--- src/rtl/alu_pkg.sv ---
// Shared op codes, FSM encodings and op-class helper for the execute-stage ALU.
package alu_pkg;

   typedef enum logic [4:0] {
      OpAdd   = 5'd0,
      OpSub   = 5'd1,
      OpAnd   = 5'd2,
      OpOr    = 5'd3,
      OpXor   = 5'd4,
      OpNor   = 5'd5,
      OpSll   = 5'd6,
      OpSrl   = 5'd7,
      OpSra   = 5'd8,
      OpSlt   = 5'd9,
      OpSltu  = 5'd10,
      OpMult  = 5'd11,
      OpMultu = 5'd12,
      OpDiv   = 5'd13,
      OpDivu  = 5'd14,
      OpMfhi  = 5'd15,
      OpMflo  = 5'd16
   } alu_op_t;

   localparam logic [1:0] StIdle = 2'd0;
   localparam logic [1:0] StBusy = 2'd1;
   localparam logic [1:0] StFix  = 2'd2;

   function automatic logic is_muldiv(alu_op_t op);
      return (op == OpMult) || (op == OpMultu) || (op == OpDiv) || (op == OpDivu);
   endfunction

endpackage

--- src/rtl/alu_iter_muldiv.sv ---
// Iterative shift-add multiply / restoring divide on operand magnitudes, with sign fix-up.
// Results on hi/lo are valid in the cycle after done.
module alu_iter_muldiv
   import alu_pkg::*;
#(
   parameter int unsigned W   = 32,
   parameter int unsigned SHW = $clog2(W)
) (
   input  logic         clk,
   input  logic         rst_n,
   input  logic         start,
   input  alu_op_t      op,
   input  logic [W-1:0] a,
   input  logic [W-1:0] b,
   output logic         done,
   output logic [W-1:0] hi,
   output logic [W-1:0] lo
);
   localparam int unsigned CW = SHW + 1;

   logic [CW-1:0]  cnt_q, cnt_d;
   logic [2*W-1:0] p_q, p_d;
   logic [W-1:0]   d_q, d_d, a_q, a_d;
   logic           div_q, div_d, sgn_q, sgn_d, sa_q, sa_d, sb_q, sb_d, bz_q, bz_d;

   logic           op_sgn, op_div, div_ge, neg_q;
   logic [W:0]     mul_sum, div_sh, div_diff;
   logic [2*W-1:0] prod;
   logic [W-1:0]   quo, rem;

   assign op_sgn = (op == OpMult) || (op == OpDiv);
   assign op_div = (op == OpDiv) || (op == OpDivu);

   // p_q holds {accumulator, multiplier} for multiply and {remainder, quotient} for divide
   assign mul_sum  = {1'b0, p_q[2*W-1:W]} + (p_q[0] ? {1'b0, d_q} : '0);
   assign div_sh   = {p_q[2*W-1:W], p_q[W-1]};
   assign div_diff = div_sh - {1'b0, d_q};
   assign div_ge   = (div_sh >= {1'b0, d_q});

   always_comb begin
      cnt_d = cnt_q;
      p_d   = p_q;
      d_d   = d_q;
      a_d   = a_q;
      div_d = div_q;
      sgn_d = sgn_q;
      sa_d  = sa_q;
      sb_d  = sb_q;
      bz_d  = bz_q;
      if (start) begin
         cnt_d = CW'(W);
         p_d   = {{W{1'b0}}, (op_sgn && a[W-1]) ? -a : a};
         d_d   = (op_sgn && b[W-1]) ? -b : b;
         a_d   = a;
         div_d = op_div;
         sgn_d = op_sgn;
         sa_d  = a[W-1];
         sb_d  = b[W-1];
         bz_d  = (b == '0);
      end else if (cnt_q != '0) begin
         cnt_d = cnt_q - 1'b1;
         p_d   = div_q ? {div_ge ? div_diff[W-1:0] : div_sh[W-1:0], p_q[W-2:0], div_ge}
                       : {mul_sum, p_q[W-1:1]};
      end
   end

   always_ff @(posedge clk or negedge rst_n) begin
      if (!rst_n) begin
         cnt_q <= '0;
         p_q   <= '0;
         d_q   <= '0;
         a_q   <= '0;
         div_q <= 1'b0;
         sgn_q <= 1'b0;
         sa_q  <= 1'b0;
         sb_q  <= 1'b0;
         bz_q  <= 1'b0;
      end else begin
         cnt_q <= cnt_d;
         p_q   <= p_d;
         d_q   <= d_d;
         a_q   <= a_d;
         div_q <= div_d;
         sgn_q <= sgn_d;
         sa_q  <= sa_d;
         sb_q  <= sb_d;
         bz_q  <= bz_d;
      end
   end

   assign neg_q = sgn_q && (sa_q ^ sb_q);
   assign prod  = neg_q ? -p_q : p_q;
   assign quo   = neg_q ? -p_q[W-1:0] : p_q[W-1:0];
   // Remainder follows the dividend's sign so that division truncates toward zero
   assign rem   = (sgn_q && sa_q) ? -p_q[2*W-1:W] : p_q[2*W-1:W];

   always_comb begin
      if (!div_q) begin
         {hi, lo} = prod;
      end else if (bz_q) begin
         hi = a_q;
         lo = '1;
      end else begin
         hi = rem;
         lo = quo;
      end
   end

   assign done = (cnt_q == CW'(1));

endmodule

--- src/rtl/alu_muldiv.sv ---
// Execute-stage ALU with valid/ready handshake; iterative mul/div and HI/LO are built only
// when ALU_MULDIV_EN is defined, otherwise ops 11-16 return 0 in one cycle.
module alu_muldiv
   import alu_pkg::*;
#(
   parameter int unsigned W   = 32,
   parameter int unsigned SHW = $clog2(W)
) (
   input  logic         clk,
   input  logic         rst_n,
   input  logic         in_valid,
   output logic         in_ready,
   input  alu_op_t      op,
   input  logic [W-1:0] A,
   input  logic [W-1:0] B,
   output logic         out_valid,
   output logic [W-1:0] out,
   output logic         ovf
);
   logic [W-1:0]   out_q, out_d, alu_res, sum, diff;
   logic           out_valid_q, out_valid_d, ovf_q, ovf_d, alu_ovf;
   logic           accept, single_acc;
   logic [SHW-1:0] shamt;

   assign accept = in_valid && in_ready;
   assign sum    = A + B;
   assign diff   = A - B;
   assign shamt  = A[SHW-1:0];

`ifdef ALU_MULDIV_EN
   logic [1:0]   state_q, state_d;
   logic [W-1:0] hi_q, hi_d, lo_q, lo_d, md_hi, md_lo;
   logic         md_start, md_done;

   assign in_ready   = (state_q == StIdle);
   assign md_start   = accept && is_muldiv(op);
   assign single_acc = accept && !is_muldiv(op);

   alu_iter_muldiv #(
      .W   (W),
      .SHW (SHW)
   ) u_iter (
      .clk   (clk),
      .rst_n (rst_n),
      .start (md_start),
      .op    (op),
      .a     (A),
      .b     (B),
      .done  (md_done),
      .hi    (md_hi),
      .lo    (md_lo)
   );
`else
   assign in_ready   = 1'b1;
   assign single_acc = accept;
`endif

   always_comb begin
      alu_res = '0;
      alu_ovf = 1'b0;
      case (op)
         OpAdd: begin
            alu_res = sum;
            alu_ovf = (A[W-1] == B[W-1]) && (sum[W-1] != A[W-1]);
         end
         OpSub: begin
            alu_res = diff;
            alu_ovf = (A[W-1] != B[W-1]) && (diff[W-1] != A[W-1]);
         end
         OpAnd:  alu_res = A & B;
         OpOr:   alu_res = A | B;
         OpXor:  alu_res = A ^ B;
         OpNor:  alu_res = ~(A | B);
         OpSll:  alu_res = B << shamt;
         OpSrl:  alu_res = B >> shamt;
         OpSra:  alu_res = $signed(B) >>> shamt;
         OpSlt:  alu_res = {{(W-1){1'b0}}, ($signed(A) < $signed(B))};
         OpSltu: alu_res = {{(W-1){1'b0}}, (A < B)};
`ifdef ALU_MULDIV_EN
         OpMfhi: alu_res = hi_q;
         OpMflo: alu_res = lo_q;
`endif
         default: ;
      endcase
   end

   always_comb begin
      out_d       = out_q;
      ovf_d       = ovf_q;
      out_valid_d = 1'b0;
`ifdef ALU_MULDIV_EN
      state_d = state_q;
      hi_d    = hi_q;
      lo_d    = lo_q;
      case (state_q)
         StIdle: if (md_start) state_d = StBusy;
         StBusy: if (md_done) state_d = StFix;
         StFix: begin
            hi_d        = md_hi;
            lo_d        = md_lo;
            out_d       = md_lo;
            ovf_d       = 1'b0;
            out_valid_d = 1'b1;
            state_d     = StIdle;
         end
         default: state_d = StIdle;
      endcase
`endif
      if (single_acc) begin
         out_d       = alu_res;
         ovf_d       = alu_ovf;
         out_valid_d = 1'b1;
      end
   end

   always_ff @(posedge clk or negedge rst_n) begin
      if (!rst_n) begin
         out_q       <= '0;
         out_valid_q <= 1'b0;
         ovf_q       <= 1'b0;
      end else begin
         out_q       <= out_d;
         out_valid_q <= out_valid_d;
         ovf_q       <= ovf_d;
      end
   end

`ifdef ALU_MULDIV_EN
   always_ff @(posedge clk or negedge rst_n) begin
      if (!rst_n) begin
         state_q <= StIdle;
         hi_q    <= '0;
         lo_q    <= '0;
      end else begin
         state_q <= state_d;
         hi_q    <= hi_d;
         lo_q    <= lo_d;
      end
   end
`endif

   assign out       = out_q;
   assign out_valid = out_valid_q;
   assign ovf       = ovf_q;

endmodule

--- config.mk ---
export PLATFORM = sky130hd
export DESIGN_NAME = alu_muldiv
export DESIGN_NICKNAME = d
export VERILOG_FILES = /design/src/rtl/alu_pkg.sv /design/src/rtl/alu_iter_muldiv.sv /design/src/rtl/alu_muldiv.sv
export SDC_FILE = /design/constraint.sdc
export NUM_CORES = 1
export LEC_CHECK = 0
export CAP_MARGIN = 30
export CORE_ASPECT_RATIO = 1.4
export CORE_MARGIN = 5
export CORE_UTILIZATION = 37
export CTS_CLUSTER_DIAMETER = 50
export DETAILED_ROUTE_END_ITERATION = 16
export GPL_TIMING_DRIVEN = 0
export SYNTH_ARGS = -nofsm -noshare
export SYNTH_HDL_FRONTEND = slang
export SYNTH_HIERARCHICAL = 1
export SYNTH_SLANG_ARGS = --single-unit
--- constraint.sdc ---
create_clock -name clk -period 3.1 [get_ports clk]
set_input_delay 0.465 -clock clk [delete_from_list [all_inputs] [get_ports clk]]
set_output_delay 0.465 -clock clk [all_outputs]
set_load 0.01 [all_outputs]
### Word level (Yosys, flattened, before mapping)

Cells that the tools add are included.

| storage, ports and cells | value |
|---|---|
| output and inout bits | 35 |
| word-level logic and storage cells | 34 |
| bits of input ports | 72 |
| flip-flop bits (word level) | 34 |

| operators by class | value |
|---|---|
| $lt $le $gt $ge | 2 |
| mux-type cells | 3 |
| $add $sub $neg | 2 |
| equality and inequality tests | 14 |
| bitwise gates (word level) | 4 |
| shift-type cells | 3 |
| reduce and logical (&&, ||, !) cells | 3 |

Operators with widths:

| kind | count |
|---|---|
| $pmux W32 S11 | 1 |
| $lt A32 B32 Y1 | 2 |
| $add A32 B32 Y32 | 1 |
| $and A32 B32 Y32 | 1 |
| $not A32 Y32 | 1 |
| $or A32 B32 Y32 | 1 |
| $shl A32 B5 Y32 | 1 |
| $shr A32 B5 Y32 | 1 |
| $sshr A32 B5 Y32 | 1 |
| $sub A32 B32 Y32 | 1 |
| $xor A32 B32 Y32 | 1 |
| $eq A5 B3 Y1 const B | 4 |
| $eq A5 B4 Y1 const B | 3 |
| $eq A5 B2 Y1 const B | 2 |
| $eq A5 B1 Y1 const B | 1 |
| $logic_not A5 Y1 | 1 |
| $ne A1 B1 Y1 | 3 |
| $logic_and A1 B1 Y1 | 2 |
| $pmux W1 S2 | 1 |
| $eq A1 B1 Y1 | 1 |
| $mux W1 | 1 |

### Logic depth before layout (Yosys ltp)

| logic depth | value |
|---|---|
| depth in word-level cells | 4 |
| mapped depth | 15 |
| mapped depth without buffers | 12 |

### Worst setup path before layout

OpenSTA, ideal clock, no wires.

| timing | value |
|---|---|
| path type | in2reg |
| start | in A[2] |
| end | reg ovf_q, in the netlist ovf |
| buffers on the path | 4 |
| required time | 2974 ps |
| arrival | 3449 ps |
| stages | 15 |
| slack | -475 ps |
| library setup time | 126 ps |
| cells stage by stage | buf_2 -> inv_1 -> clkbuf_1 -> clkbuf_1 -> ha_1 -> buf_4 -> o211ai_1 -> o21a_1 -> a2111oi_4 -> o21ai_2 -> a41oi_2 -> a221o_1 -> xnor2_1 -> nor4_2 -> a221o_1 |

| between the ends | value |
|---|---|
| word-level cells in the longest chain between the ends | 4 |
| elaborated cells on any way between the ends | 7 |
| those cells by class | add/sub (2); eq/ne (2); mux (1); reduce/logical (2) |

Ends and longest elaborated chain:

| what | line | text |
|---|---|---|
| start, declared | alu_muldiv.sv:14 | `input logic [W-1:0] A,` |
| $sub A32 B32 Y32 / $add A32 B32 Y32 (equally long branches) | alu_muldiv.sv:27, alu_muldiv.sv:26 |  |
| $ne A1 B1 Y1, on equally long branches | alu_muldiv.sv:68, alu_muldiv.sv:64 |  |
| $logic_and A1 B1 Y1, on equally long branches | alu_muldiv.sv:68, alu_muldiv.sv:64 |  |
| $pmux W1 S2 (*) | alu_muldiv.sv:61 | `case (op)` |
| end signal, assigned | alu_muldiv.sv:124 | `ovf_q <= ovf_d;` |
| end, declared | alu_muldiv.sv:21 | `logic out_valid_q, out_valid_d, ovf_q, ovf_d, alu_ovf;` |

Mark *: on every way between the ends. The rest lies on a longest branch, timed or not.
A chain may end at the register's enable or synchronous reset.

### Final worst setup path

| timing | value |
|---|---|
| start | in A[0] |
| end | reg out_q[28], in the netlist out[28] |

| between the ends | value |
|---|---|
| word-level cells in the longest chain between the ends | 2 |
| elaborated cells on any way between the ends | 6 |
| those cells by class | add/sub (2); shift (3); mux (1) |

Ends and longest elaborated chain:

| what | line | text |
|---|---|---|
| $sub A32 B32 Y32, or another cell as far along | alu_muldiv.sv:27 | `assign diff = A - B;` |
| $pmux W32 S11 (*) | alu_muldiv.sv:61 |  |
| end signal, assigned | alu_muldiv.sv:122 | `out_q <= out_d;` |
| end, declared | alu_muldiv.sv:20 | `logic [W-1:0] out_q, out_d, alu_res, sum, diff;` |

Marks and branches as above.

==> flow_metrics.py <==
metrics = {
    "setup_path": {
        "cp-end-kind": "register",
        "critical_path.startpoint": "A[0]",
        "reg2reg_to": "out[30]",
        "endpoint": "out[28]",
        "start_kind": "primary input",
        "path_max_fanout": 3,
        "r2r-start": "out[30]",
        "r2r_cells": 6,
        "worstPathRequired_ns": 3.29,
        "critPathKind": "primary input to register",
        "r2r_slack_ns": 1.32,
        "crit_arrival_ns": 3.33,
    },
    "clock_network": {
        "clk_pin_slew_ns": 0.07,
        "clock-sinks": 34,
        "cts_tree": "done",
        "cts_max_level": 2,
        "cts_hold_buf": 0,
        "cts_max_path_buffers": 2,
        "numCtsBuffers": 5,
        "insertion_delay_ns": 0.31,
        "cts-root-buf": "clkbuf_16",
    },
    "job": {
        "drv_cap": 0,
    },
    "die": {
        "std_cell_rows": 72,
        "die_x_um": 151,
        "die_h_um": 207,
        "core-area_sq_um": 27600,
        "num_io_pins": 107,
        "die-area_sq_um": 31300,
        "start_util": 0.374,
    },
    "yosys": {
        "seq_area_frac_synth": 0.0826,
        "synthesis.nets": 1584,
        "synth_simple_gate_area_frac": 0.202,
        "ys_ff_latch": 34,
        "ys.flop_type": "dfrtp_1",
        "synth-edff-count": 0,
        "synthMuxAreaShare": 0.166,
        "synthArstFlopShare": 1.00,
        "yosys_warnings": 6,
        "yosys.cell_types.count": 92,
        "synthCells": 1409,
        "synthAdderAreaFrac": 0.127,
        "synth-xor-area-share": 0.0221,
        "synth_compound_area_frac": 0.317,
        "synth_area_sq_um": 10300,
        "synth_top_family_by_area": "compound AO/OA/AOI/OAI gates",
        "avgSynthCellArea_sq_um": 7.31,
    },
    "sta": {
        "period_share": 1.01,
        "rsz0062_at_grt": "yes",
        "finClkSkew_ns": 0,
        "clock.fmax_mhz": 318,
        "drv_slew": 0,
        "min_period_ns": 3.14,
        "fin_ws_ns": -0.0417,
        "finalSetupTns_ns": -0.100,
        "worst_slew_pin_slew_ns": 1.08,
        "slew_headroom": 0.276,
        "finalHoldViolations": 0,
        "setup_violations": 4,
    },
    "grt": {
        "grt_pass1_vias": 12500,
        "met1_usage": 0.435,
        "overflow": 0,
        "use_met2": 0.603,
        "grt_pass1_wl_mm": 84.5,
        "grt_util_all_layers": 0.364,
        "antenna_found_initial": 1,
        "grt_util_met3": 0.0531,
        "grt_max_degree": 35,
        "globalRoute.busiestLayer": "met2",
    },
    "routing": {
        "finalWirelength_mm": 59.0,
        "first_pass_iters": 6,
        "via_per_inst": 6.66,
        "drt_iter0_drc": 1454,
        "drc_errors": 0,
        "wl_per_cell_um": 30.6,
        "num_vias": 12800,
        "drtAntennaViolNets": 0,
    },
    "layout": {
        "multiInputGateArea_sq_um": 9470,
        "final_nets": 1729,
        "antenna_cells": 0,
        "register_area_sq_um": 851,
        "fillCellCount": 2827,
        "area_growth_pct": 29.2,
        "layout-drive-gt1-share": 0.236,
    },
    "power": {
        "power_mw": 3.56,
        "irDropWorstVdd_mv": 0.192,
        "powerDensity_nw_per_um2": 268,
        "p_leak_nw": 5.45,
    },
    "min_path": {
        "min_path_type": "primary input to asynchronous set/reset pin",
    },
    "run_status": {
        "status": "finished with violations",
        "violations": "negative setup slack",
    },
    "place": {
        "dpl.hpwl_mm": 45.8,
        "numPortBuffers": 103,
        "gp_congestion": 1.06,
    },
}
## synth_stat cells, types with 5 or more instances
master       n  area [sq um]
o21ai_1      6          30.0
nand3_1     25           125
a221o_1     12           120
a31oi_1     13          81.3
o41ai_1      6          52.6
a221oi_1    17           149
o21bai_1    15           113
nand4_1     16           100
buf_4        7          52.6
nand2_1    139           522
nor3_1      32           160
o21ai_0    108           541
o221ai_1     8          70.1
a2111oi_0    6          52.6
nor2b_1     16           100
nor2_1     168           631
ha_1       101          1260
o2bb2ai_1    9          78.8
a21o_1      17           128
a22o_1       5          43.8
xnor2_1     19           166
inv_1       95           357
or3_1        6          37.5
a211oi_1    24           180
o2111ai_1    5          43.8
nor4_1      18           113
nand2b_1    10          62.6
buf_2       27           135
o21a_1       7          52.6
mux2i_1     45           450
buf_1       10          37.5
xor2_1       7          61.3
o31ai_1     12          90.1
mux4_2      47          1060
a21oi_1    117           586
a22oi_1     10          75.1
clkbuf_1    57           214
mux2_2      17           191
dfrtp_1     34           851
o211ai_1    22           165
## layout make-up
class,count,area share
multi-input cells,1172,0.711
well taps,370,0.0348
inverters,97,0.0291
flip-flops and latches,34,0.0639
repair buffers,150,0.0991
clock buffers,5,0.00940
plain buffers,94,0.0475
clock inverters,3,0.00517
## report_power, final
part | switching, mW | internal, mW
Clock | 0.252 | 0.464
Sequential | 0.0185 | 0.474
Combinational | 1.45 | 0.901
## worst min path at each step
stage / slack (ns) / from / to / cells after the start
2_1_floorplan: 0.17 / rst_n / out[0] / 0
3_3_place_gp: 0.47 / out[12] / out[12] / 1
3_5_place_dp: 0.47 / out[1] / out[1] / 1
4_1_cts: 0.29 / rst_n / out[27] / 1
5_1_grt: 0.34 / rst_n / out[27] / 1
6_report: 0.26 / rst_n / out[27] / 1
## stage by stage
stage | hold WS [ns] | util | setup WS [ns] | area (sq um) | std cells
floorplan | 0.169 | - | -0.0194 | 10400 | 1409
global placement | 0.468 | 0.431 | -1.85 | 11900 | 1882
detailed placement | 0.472 | 0.432 | -1.74 | 11900 | 1884
CTS | 0.289 | 0.472 | -0.0979 | 13000 | 1921
global route | 0.345 | 0.483 | -0.126 | 13300 | 1925
finish | 0.256 | 0.483 | -0.0417 | 13300 | 1925
## cells by family after synthesis
family	count (synthesis)
fa+ha+maj	103
buf+inv	203
other cells	1
flops	34
xor+xnor	26
compound gates	475
simple gates	457
mux	110
## registers in the layout, indices dropped and copies added (netlist names)
signal,cells
out,32
out_valid,1
ovf,1
## cells in the final DEF (no fill, tap or decap), types with 13 or more instances in the layout
cell / instances
clkbuf_1: 26
nor3_1: 28
a211oi_1: 17
o211ai_1: 22
a221oi_1: 13
ha_1: 84
buf_2: 25
o21bai_1: 14
mux2_2: 17
ha_4: 13
mux2i_1: 40
clkbuf_2: 22
nand2_1: 137
a21oi_2: 14
xnor2_1: 17
a21o_1: 17
nand4_1: 16
dfrtp_1: 34
inv_1: 85
nand3_1: 23
buf_4: 62
o21ai_1: 20
mux4_2: 47
nor2_1: 157
a21oi_1: 102
o21ai_0: 86
nor2b_1: 13
clkdlybuf4s50_1: 54
## metal layers
metal	share of wire	up-vias
met4	0.083	0
li1	-	5531
met3	0.079	238
met5	0	-
met1	0.36	6251
met2	0.48	799
## critical path, stage by stage
cell	delay (ns)
buf_8	0.10
buf_12	0.13
buf_12	0.12
clkinvlp_4	0.16
ha_4	0.17
fa_2	0.24
o21bai_4	0.09
a2111oi_4	0.42
nor2_2	0.11
o211ai_2	0.31
o311ai_4	0.20
o221ai_4	0.29
xnor2_2	0.12
a2111oi_2	0.31
nor2_1	0.09
## repair_timing
action / in CTS / in global routing
pin swaps: 45 / 38
resized for setup: 268 / 136
setup buffers: 37 / 8
endpoints found under the hold margin: 0 / 0
setup endpoints to repair: 33 / 32
Power figures use the tool's default switching activity.
